`config.mk`:
```
export PLATFORM = sky130hd
export DESIGN_NAME = regfile_wb_arbiter_flat
export DESIGN_NICKNAME = d
export VERILOG_FILES = /design/src/rtl/regfile_wb_arbiter_if.sv /design/src/rtl/regfile_wb_arbiter.sv /design/src/flat_wrapper.sv
export SDC_FILE = /design/constraint.sdc
export NUM_CORES = 1
export LEC_CHECK = 0
export ABC_CLOCK_PERIOD_IN_PS = 5340
export BUFFER_PORTS_ARGS = -buffer_cell sky130_fd_sc_hd__buf_2
export CAP_MARGIN = 0
export CORE_AREA = 2 2 107 109
export DETAILED_ROUTE_END_ITERATION = 8
export DIE_AREA = 0 0 109 111
export PLACE_DENSITY = 0.68
export SETUP_SLACK_MARGIN = 0.05
export SLEW_MARGIN = 20
export SYNTH_ARGS = -nofsm -noshare
export SYNTH_HDL_FRONTEND = slang
export SYNTH_SLANG_ARGS = --single-unit
```
`constraint.sdc`:
```
create_clock -name CLK -period 5.34 [get_ports CLK]
set_clock_uncertainty 0.2 [all_clocks]
set_input_delay 0.801 -clock CLK [delete_from_list [all_inputs] [get_ports CLK]]
set_output_delay 0.801 -clock CLK [all_outputs]
set_load 0.005 [all_outputs]
```
`src/rtl/regfile_wb_arbiter_if.sv`:
```
// Writeback bus between the two result sources, the register-file write port
// and the read-data path of the register-file arbiter.
interface regfile_wb_arbiter_if #(
    parameter int CW = 16
);
    // Handshake: a source asserts Valid with Addr/Data and keeps all three
    // stable until the cycle in which Ready is also high; that cycle is the
    // transfer. Ready is combinational from this cycle's Valids and the
    // arbiter's own state, and never depends on an earlier Ready.
    logic          AluValid;
    logic [4:0]    AluAddr;
    logic [31:0]   AluData;
    logic          AluReady;

    logic          MemValid;
    logic [4:0]    MemAddr;
    logic [31:0]   MemData;
    logic          MemReady;

    logic [4:0]    Writad;
    logic [31:0]   Writedata;
    logic          RegWr;
    logic [CW-1:0] ConflictCount;

    logic [4:0]    Readad1;
    logic [4:0]    Readad2;
    logic [31:0]   Read1In;
    logic [31:0]   Read2In;
    logic [31:0]   Read1;
    logic [31:0]   Read2;

    modport master (
        output AluValid, AluAddr, AluData,
        input  AluReady,
        output MemValid, MemAddr, MemData,
        input  MemReady,
        input  Writad, Writedata, RegWr, ConflictCount,
        output Readad1, Readad2, Read1In, Read2In,
        input  Read1, Read2
    );

    modport slave (
        input  AluValid, AluAddr, AluData,
        output AluReady,
        input  MemValid, MemAddr, MemData,
        output MemReady,
        output Writad, Writedata, RegWr, ConflictCount,
        input  Readad1, Readad2, Read1In, Read2In,
        output Read1, Read2
    );
endinterface

```
`src/rtl/regfile_wb_arbiter.sv`:
```
// Single write-port arbiter for the register file: Mem wins contention unless the
// ALU has waited MAX_WAIT cycles. Optional read bypass under RF_WB_BYPASS_EN.
module regfile_wb_arbiter #(
    parameter int MAX_WAIT = 3,
    parameter int CW       = 16
) (
    input  logic CLK,
    input  logic RESET,
    regfile_wb_arbiter_if.slave bus
);

    localparam int            WW       = $clog2(MAX_WAIT + 1);
    localparam logic [WW-1:0] WAIT_MAX = WW'(MAX_WAIT);
    localparam logic [WW-1:0] WAIT_ONE = WW'(1);
    localparam logic [CW-1:0] CNT_ONE  = CW'(1);

    logic [WW-1:0] wait_q, wait_d;
    logic [4:0]    writad_q, writad_d;
    logic [31:0]   wdata_q, wdata_d;
    logic          regwr_q, regwr_d;
    logic [CW-1:0] conflict_q, conflict_d;

    logic alu_ready;
    logic mem_ready;
    logic alu_forced;

    always_comb begin
        alu_ready  = 1'b0;
        mem_ready  = 1'b0;
        alu_forced = (wait_q == WAIT_MAX);
        if (!RESET) begin
            if (bus.AluValid && (!bus.MemValid || alu_forced)) begin
                alu_ready = 1'b1;
            end else if (bus.MemValid) begin
                mem_ready = 1'b1;
            end
        end
    end

    always_comb begin
        wait_d     = '0;
        writad_d   = writad_q;
        wdata_d    = wdata_q;
        regwr_d    = 1'b0;
        conflict_d = conflict_q;

        // The refusal counter only survives while the ALU keeps asking and losing.
        if (bus.AluValid && !alu_ready) begin
            wait_d = alu_forced ? wait_q : (wait_q + WAIT_ONE);
        end

        if (alu_ready) begin
            writad_d = bus.AluAddr;
            wdata_d  = bus.AluData;
            regwr_d  = (bus.AluAddr != 5'd0);
        end else if (mem_ready) begin
            writad_d = bus.MemAddr;
            wdata_d  = bus.MemData;
            regwr_d  = (bus.MemAddr != 5'd0);
        end

        if (bus.AluValid && bus.MemValid && !(&conflict_q)) begin
            conflict_d = conflict_q + CNT_ONE;
        end
    end

    always_ff @(posedge CLK) begin
        if (RESET) begin
            wait_q     <= '0;
            writad_q   <= '0;
            wdata_q    <= '0;
            regwr_q    <= 1'b0;
            conflict_q <= '0;
        end else begin
            wait_q     <= wait_d;
            writad_q   <= writad_d;
            wdata_q    <= wdata_d;
            regwr_q    <= regwr_d;
            conflict_q <= conflict_d;
        end
    end

    assign bus.AluReady      = alu_ready;
    assign bus.MemReady      = mem_ready;
    assign bus.Writad        = writad_q;
    assign bus.Writedata     = wdata_q;
    assign bus.RegWr         = regwr_q;
    assign bus.ConflictCount = conflict_q;

`ifdef RF_WB_BYPASS_EN
    // Register 0 is never forwarded because RegWr is never set for it.
    assign bus.Read1 = (regwr_q && (writad_q == bus.Readad1)) ? wdata_q : bus.Read1In;
    assign bus.Read2 = (regwr_q && (writad_q == bus.Readad2)) ? wdata_q : bus.Read2In;
`else
    logic unused_read_addrs;
    assign unused_read_addrs = ^{bus.Readad1, bus.Readad2};
    assign bus.Read1 = bus.Read1In;
    assign bus.Read2 = bus.Read2In;
`endif

endmodule

```
`src/flat_wrapper.sv`:
```
// flat-port wrapper written by rule: the top's interface ports become plain ports
module regfile_wb_arbiter_flat 
#(
    parameter int MAX_WAIT = 3,
    parameter int CW       = 16
)
  (CLK, RESET, bus_AluValid, bus_AluAddr, bus_AluData, bus_AluReady, bus_MemValid, bus_MemAddr, bus_MemData, bus_MemReady, bus_Writad, bus_Writedata, bus_RegWr, bus_ConflictCount, bus_Readad1, bus_Readad2, bus_Read1In, bus_Read2In, bus_Read1, bus_Read2);
  regfile_wb_arbiter_if #(.CW(CW)) bus_i ();
  input  logic CLK;
  input  logic RESET;
  input wire logic [$bits(bus_i.AluValid)-1:0] bus_AluValid;
  input wire logic [$bits(bus_i.AluAddr)-1:0] bus_AluAddr;
  input wire logic [$bits(bus_i.AluData)-1:0] bus_AluData;
  output wire logic [$bits(bus_i.AluReady)-1:0] bus_AluReady;
  input wire logic [$bits(bus_i.MemValid)-1:0] bus_MemValid;
  input wire logic [$bits(bus_i.MemAddr)-1:0] bus_MemAddr;
  input wire logic [$bits(bus_i.MemData)-1:0] bus_MemData;
  output wire logic [$bits(bus_i.MemReady)-1:0] bus_MemReady;
  output wire logic [$bits(bus_i.Writad)-1:0] bus_Writad;
  output wire logic [$bits(bus_i.Writedata)-1:0] bus_Writedata;
  output wire logic [$bits(bus_i.RegWr)-1:0] bus_RegWr;
  output wire logic [$bits(bus_i.ConflictCount)-1:0] bus_ConflictCount;
  input wire logic [$bits(bus_i.Readad1)-1:0] bus_Readad1;
  input wire logic [$bits(bus_i.Readad2)-1:0] bus_Readad2;
  input wire logic [$bits(bus_i.Read1In)-1:0] bus_Read1In;
  input wire logic [$bits(bus_i.Read2In)-1:0] bus_Read2In;
  output wire logic [$bits(bus_i.Read1)-1:0] bus_Read1;
  output wire logic [$bits(bus_i.Read2)-1:0] bus_Read2;
  assign bus_i.AluValid = bus_AluValid;
  assign bus_i.AluAddr = bus_AluAddr;
  assign bus_i.AluData = bus_AluData;
  assign bus_AluReady = bus_i.AluReady;
  assign bus_i.MemValid = bus_MemValid;
  assign bus_i.MemAddr = bus_MemAddr;
  assign bus_i.MemData = bus_MemData;
  assign bus_MemReady = bus_i.MemReady;
  assign bus_Writad = bus_i.Writad;
  assign bus_Writedata = bus_i.Writedata;
  assign bus_RegWr = bus_i.RegWr;
  assign bus_ConflictCount = bus_i.ConflictCount;
  assign bus_i.Readad1 = bus_Readad1;
  assign bus_i.Readad2 = bus_Readad2;
  assign bus_i.Read1In = bus_Read1In;
  assign bus_i.Read2In = bus_Read2In;
  assign bus_Read1 = bus_i.Read1;
  assign bus_Read2 = bus_i.Read2;
  regfile_wb_arbiter #(.MAX_WAIT(MAX_WAIT), .CW(CW)) u_core (.CLK(CLK), .RESET(RESET), .bus(bus_i));
endmodule
```
Yosys cells after proc, flatten, opt, wreduce, memory -nomap -nowiden
Cells that the tools add are included.
{ "totals": {"word_cells": 33, "inputBits": 152, "regBits": 56, "out_inout_bits": 120} }
{ "op_classes": {"n_eq_ne": 1, "reduce_logical": 13, "bitwise": 1, "add_sub_neg": 2, "muxes": 11} }
{ "ops": {"columns": ["operator", "n"], "rows": [
  ["2-to-1 mux 32 bit", 2],
  ["adder 16 x 1 -> 16 bit (second input constant)", 1],
  ["AND reduction 16 bit", 1],
  ["2-to-1 mux 5 bit", 2],
  ["nonzero test 5 bit", 2],
  ["2-to-1 mux 1 bit", 7],
  ["logical AND 1 bit", 4],
  ["zero test 1 bit", 3],
  ["adder 2 x 1 -> 2 bit (second input constant)", 1],
  ["== test 2 bit (second input constant)", 1],
  ["nonzero test 2 bit", 1],
  ["OR reduction 2 bit", 1],
  ["logical OR 1 bit", 1],
  ["NOT 1 bit", 1]
]} }

Longest topological paths before layout
Gate-level depths: netlist of the first run.
{ "depth": {"ltp_word": 9, "mapped_depth": 7, "depth_no_buf": 5} }

Worst setup path before layout of the first run
Ideal clock, no wire load.
{ "synth_path": {"path_kind": "input port to output port", "start": "input RESET", "end": "output bus_AluReady", "arrival_time_ns": 1.632, "n_path_buf": 3, "cell_stages": 5, "slack_ns": 2.707, "cell_sequence": "inv_1 o211a_1 clkbuf_1 buf_2 buf_2"} }
{ "synth_via": {"elab_chain_cells": 1} }
{ "synth_rtl": {"columns": ["element", "line", "text"], "rows": [
  ["start, declared", "flat_wrapper.sv:10", "input logic RESET;"],
  ["2-to-1 mux 1 bit", "regfile_wb_arbiter.sv:31", "if (!RESET) begin"],
  ["end, declared", "flat_wrapper.sv:14", "output wire logic [$bits(bus_i.AluReady)-1:0] bus_AluReady;"]
]} }
No other way between the ends.

Worst setup path after layout of the first run
Ends and elaborated chain as after synthesis.

==> metrics.txt, run 1 <==
GRT overflow=0; Synth warnings=0; Synth Area per Inst=8.92 sq um; largest net degree at the start of global routing=49; port bufs=133; Met2 Wirelength=3.64 mm; Top cell by count, worst path=buf_2; post-synthesis mux area share=0.129; Post-Syn Area=3040 sq um; Synth-to-Final Area Change=15.1%; Skew-Pair Late Insertion Delay=0.29 ns; CP max FO=34; Die X=109 microns; final setup fails=0; xor/xnor share of the synthesized area=0.00288; largest family of logic cells by synthesized area=buffers and inverters; CTS tree=built; std cell rows=39; initial antenna violation count=0; Simple-Gate Fraction of Synth Area=0.148; startpoint types=input port; Starting Density=0.275; CTS Buffer Depth=2; vias in the first global route=2429; Worst path max stage delay=0.52 ns; Fmax=329 MHz; adder-cell share of the synthesized area=0.00822; Rel. slew slack=0.472; RSZ-0062 raised after global routing=false; met3 routed WL=565 microns; CTS root buf=clkbuf_16; cell family with most CP delay=buffers and inverters; TNS Setup=0 ns; H-Tree Depth=2; Gate power share=0.140; Critical Path Sink Type=output pin; Routed Antenna Nets=0; max-slew violations=0; post-CTS resize count=0; Clock Sinks=56; antenna diode count=0; Die H=111 microns; status=completed; Post-Syn Instances=341; Total GRT Usage=0.121; Reg power frac=0.489; post-synthesis register bit count=56; Overall Power=928 uW; Max Used Layer=met4; die area=12100 sq um; MaxCap Viol Count=0; CTS Buf Count=5; Routed WL=7.44 mm; Core ar.=11100 sq um; dpl ws=2.24 ns; WL/cell=13.7 microns; fin crit share=0.569; postcts setup bufs=0; initial drt markers=115; Final min period=3.04 ns; worst-path cell with the longest stage delay=buf_2; DR vias=2635; Area after DPL=3350 sq um; pwr/cell area=265 nW/um^2; CP Class=input port to output pin; drc violations=0; Net Sw Power=234 uW; Layout fillers=1151; global-route wire length before repair=11.6 mm; post-synth cell types=35; clock transition at the registers of the reported paths=0.07 ns; layout cells sized above 1=0.375; Required @ worst endpoint=4.34 ns; Hold Path Class=flop to flop; setup ws final=2.30 ns; syn nets=495; most frequent cells in the layout=buf_2 (133), dfxtp_1 (56), nor2_1 (46); WP buf/inv=3; 1st-pass router iterations=4; VDD IR max=0.118 mV; post-detail-place hpwl=5.63 mm; Critical Path AT=2.04 ns; commonest non-fill, non-tap cell in the layout=buf_2; leak pwr=0.00151 uW; Ports=272; Synth Area in Compound Gates=0.152; Finished Cell Area=3500 sq um; Clock power frac=0.371; sw frac=0.252; WL met1=3.06 mm; Via density=4.85; nets=553; Final Hold Viols=0; gpl congestion=0.750; sequential share of the synthesized area=0.368; Worst-Margin Slew=0.787 ns; internal power=694 uW; crit-path cells=buf_2 > inv_1 > o211a_2 > buf_2; hold buffers post-CTS=0
## sequential cells by signal (all words and copies together) (netlist names)
name	flops
u_core.bus.RegWr	1
u_core.bus.ConflictCount	16
u_core.wait_q	2
u_core.bus.Writad	5
u_core.bus.Writedata	32
## worst register-to-register path: stages (launching register included)
cell and delay, ns:
dfxtp_1 0.49, nand4_1 0.34, nor3_1 0.75, nor4_1 0.11
mux2_2 0.30
## power by group through the flow
stage / registers [uW] / logic [uW] / clock network, uW
finish: 454 / 130 / 344
global route: 457 / 146 / 376
CTS: 454 / 133 / 363
detailed placement: 463 / 133 / 0
global placement: 463 / 129 / 0
floorplan: 465 / 102 / 0
## cell families (layout without fill, tap and decap cells)
family	Yosys count	after routing
mux	39	39
simple gates	89	89
flops	56	56
fa+ha+maj	2	2
xor+xnor	1	1
compound gates	64	64
buf+inv	90	149
## routing by layer
layer,track usage,vias to the layer above
met5,0,-
met4,0.0556,0
met3,0.0370,19
met2,0.202,116
met1,0.140,1216
li1,-,1284
## area by class of cell
| cell class | count | area [sq um] | area share |
|---|---|---|---|
| Multi-Input combinational cell | 195 | 1340 | 0.384 |
| Sequential cell | 56 | 1120 | 0.320 |
| Timing Repair Buffer | 136 | 688 | 0.196 |
| Tap cell | 143 | 179 | 0.0511 |
| Clock buffer | 6 | 139 | 0.0396 |
| Inverter | 5 | 18.8 | 0.00536 |
| Clock inverter | 2 | 13.8 | 0.00393 |
## stage by stage
step / hold WS [ns] / cells / utilization
after global placement: 0.216 / 535 / 0.302
final: 0.240 / 543 / 0.316
after floorplan: 0.207 / 341 / -
after detailed placement: 0.236 / 535 / 0.302
after CTS: 0.246 / 543 / 0.316
after global routing: 0.281 / 543 / 0.316
## Yosys cell counts, drive strengths merged
| cell | instances | area share |
|---|---|---|
| a211oi | 39 | 0.096 |
| a21oi | 8 | 0.013 |
| a31oi | 1 | 0.0021 |
| and2 | 1 | 0.0021 |
| and3b | 1 | 0.0029 |
| and4 | 1 | 0.0029 |
| buf | 72 | 0.17 |
| clkbuf | 13 | 0.016 |
| dfxtp | 56 | 0.37 |
| ha | 2 | 0.0082 |
| inv | 5 | 0.0062 |
| mux2 | 1 | 0.0037 |
| mux2i | 38 | 0.12 |
| nand2 | 4 | 0.0049 |
| nand2b | 1 | 0.0021 |
| nand3 | 6 | 0.0099 |
| nand4 | 6 | 0.017 |
| nor2 | 47 | 0.058 |
| nor2b | 1 | 0.0021 |
| nor3 | 5 | 0.0082 |
| nor4 | 5 | 0.010 |
| nor4b | 1 | 0.0029 |
| o211a | 2 | 0.0066 |
| o21ai | 4 | 0.0066 |
| o311ai | 2 | 0.0058 |
| o31ai | 4 | 0.0099 |
| o41ai | 4 | 0.012 |
| or2 | 1 | 0.0021 |
| or3 | 2 | 0.0041 |
| or4 | 6 | 0.015 |
| or4b | 1 | 0.0033 |
| xor2 | 1 | 0.0029 |
## final timing paths
path	start	to	slack, ns	cells past startpoint
max	RESET	bus_AluReady	2.30	4
min	u_core.wait_q[0]$_SDFFE_PP0N_	u_core.wait_q[0]$_SDFFE_PP0N_	0.24	1
max reg2reg	u_core.bus.ConflictCount[8]$_SDFFE_PP0P_	u_core.bus.ConflictCount[15]$_SDFFE_PP0P_	3.05	4
min reg2reg	u_core.wait_q[0]$_SDFFE_PP0N_	u_core.wait_q[0]$_SDFFE_PP0N_	0.24	1
(Power assumes the default switching activity.)
==> run 2, diff against run 1 <==
ABC_AREA = 1   (was unset)
ABC_CLOCK_PERIOD_IN_PS = 3130   (was 5340)
CORE_AREA = 2 2 106 108   (was 2 2 107 109)
DIE_AREA = 0 0 108 110   (was 0 0 109 111)
PLACE_DENSITY = 0.72   (was 0.68)
clock period = 3.13 ns   (was 5.34 ns; I/O delays follow)
==> metrics.txt, run 2 <==
layout cells sized above 1=0.247 (-0.128); most frequent cells in the layout=nand2_1 (149), buf_2 (133), nor2_1 (118); post-synth top area share=0.331 (-0.0373); TNS Setup=0 ns (unchanged); ys flop type=dfxtp_1; routing usage on met2=0.217 (+0.0158); Synth warnings=0 (unchanged); Final min period=2.45 ns; status=completed; Critical Path Sink Type=output pin; crit-path cells=buf_2 > inv_2 > nand2_1 > inv_1 > nand2_2 > inv_2 > buf_2; Starting Density=0.316 (+0.0418); Post-Syn Instances=547 (+60%); Area after DPL=3670 sq um (+9.5%); largest cells by area after synthesis=dfxtp_1 (33%), nand2_1 (17%), buf_4 (14%); Core ar.=10700 sq um (-3.4%); worst hold slack=0.191 ns (-0.0491 ns); antenna diode count=0 (unchanged); GR Util met1=0.163 (+0.0231); CTS root buf=clkbuf_8; initial antenna violation count=0 (unchanged); WL/cell=10.6 microns (-23%); drc violations=0 (unchanged); Worst-Margin Slew=0.599 ns (-0.188 ns); GR peak layer=met2; Skew-Pair Late Insertion Delay=0.31 ns (+0.02 ns); DR vias=3194 (+21%); GRT overflow=0 (unchanged); 1st-pass router iterations=6 (+2); vias in the first global route=2811 (+16%); area leader, netlist=dfxtp_1; Die H=110 microns (-0.90%); Fmax=407 MHz; CP max FO=35 (+2.9%); port bufs=133 (unchanged); number of flops mapped to enable cells by yosys=0 (unchanged); Worst path max stage delay=0.43 ns (-0.09 ns); final setup fails=0 (unchanged); worst r2r src=u_core.wait_q[0]$_SDFFE_PP0N_; Rel. slew slack=0.601 (+0.129); initial drt markers=194 (+69%); pwr/cell area=406 nW/um^2 (+53%); syn nets=701 (+42%); sequential share of the synthesized area=0.331 (-0.0373); Clock Sinks=56 (unchanged); Finished Cell Area=3790 sq um (+8.2%); die area=11900 sq um (-1.8%); Layout Cells excl Fill=747 (+38%); worst-path cell with the longest stage delay=inv_2; Critical Path AT=1.79 ns (-0.25 ns); max-slew violations=0 (unchanged); post-synth cell types=24 (-31%); Post-Syn Area=3390 sq um (+11%); Synth-to-Final Area Change=11.9%; Final Hold Viols=0 (unchanged); Ports=272 (unchanged); post-detail-place hpwl=6.14 mm (+9.0%); CTS Buf Count=5 (unchanged); Hold Crit Start=bus_MemAddr[1]; postcts setup bufs=0 (unchanged); H-Tree Depth=2 (unchanged); Die X=108 microns (-0.92%); leak pwr=0.00212 uW (+40%); Via density=4.28 (-12%); CTS Buffer Depth=2 (unchanged); std cell rows=38 (-2.6%); VDD IR max=0.244 mV (+110%); CP Class=input port to output pin; startpoint types=input port; Routed WL=7.93 mm (+6.6%); clock transition at the registers of the reported paths=0.10 ns (+0.03 ns); hold buffers post-CTS=0 (unchanged); CP startpoint=RESET; fin crit share=0.784; WP buf/inv=5 (+2); gpl congestion=0.863 (+15%); total placed cells including tap cells=739 (+38%); met3 usage=0.0535 (+0.0165); post-CTS resize count=0 (unchanged); Total GRT Usage=0.134 (+0.0129); Routed Antenna Nets=0 (unchanged); CTS tree=built; asr flop ratio synth=0 (unchanged); MaxCap Viol Count=0 (unchanged); largest net degree at the start of global routing=44 (-10%); synth cell count leaders=nand2_1 (149), nor2_1 (118), buf_4 (65), dfxtp_1 (56), inv_1 (54); Hold Path Class=input port to flop; commonest non-fill, non-tap cell in the layout=nand2_1; post-synthesis register bit count=56 (unchanged); global-route wire length before repair=12.9 mm (+12%); Synth Area per Inst=6.19 sq um (-31%); cell family with most CP delay=buffers and inverters; nets=760 (+37%); RSZ-0062 raised after global routing=false; max reg flops=32 (unchanged); Required @ worst endpoint=2.46 ns (-1.88 ns); most frequent cell after synthesis=nand2_1
run 2: power breakdown:
group	leakage, uW	switching, uW	internal [uW]
clock	0.0000614	243	262
combinational	0.00160	142	118
sequential	0.000461	20.0	753
total	0.00212	405	1130
run 2: logic make-up (layout without fill, tap and decap cells):
kind of cell,count (synthesis),in the layout,share of synthesized area
flip-flops,56,56,0.331
AND/OR/NAND/NOR,325,325,0.386
AO/OA/AOI/OAI,23,23,0.0373
buffers and inverters,141,201,0.238
adder cells (fa/ha/maj),2,2,0.00739
run 2: through the flow:
step | utilization | power (uW) | worst slack (ns)
detailed placement | 0.343 | 1050 | 0.685
floorplan | - | 1000 | 1.39
global route | 0.354 | 1640 | 0.528
finish | 0.354 | 1540 | 0.675
CTS | 0.354 | 1580 | 0.676
global placement | 0.343 | 1050 | 0.672
run 2: cell type report:
type / count / area, sq um
multi-input combinational: 350 / 1460
fill: 1212 / 6910
clock buffer: 6 / 82.6
timing repair buffer: 136 / 701
clock inverter: 2 / 38.8
tap: 140 / 175
sequential: 56 / 1120
inverter: 57 / 214
run 2: worst paths after layout:
path / slack (ns) / endpoint / cells past startpoint
min reg2reg: 0.24 / u_core.wait_q[0]$_SDFFE_PP0N_ / 1
max: 0.68 / bus_AluReady / 7
max reg2reg: 1.14 / u_core.bus.Writad[2]$_SDFFE_PP0P_ / 7
min: 0.19 / u_core.bus.RegWr$_SDFF_PP0_ / 3
run 2: metal layers:
metal	vias up	share of wire
met5	-	0
met4	0	0.016
met3	14	0.092
met2	134	0.45
met1	1332	0.45
li1	1714	-
run 2: worst register-to-register path, cell delays in order, from the launching register on:
cell	delay [ns]
dfxtp_1	0.33
ha_1	0.23
or2_1	0.26
nand2_2	0.08
buf_4	0.35
o21ai_0	0.24
o21ai_0	0.18
inv_1	0.05
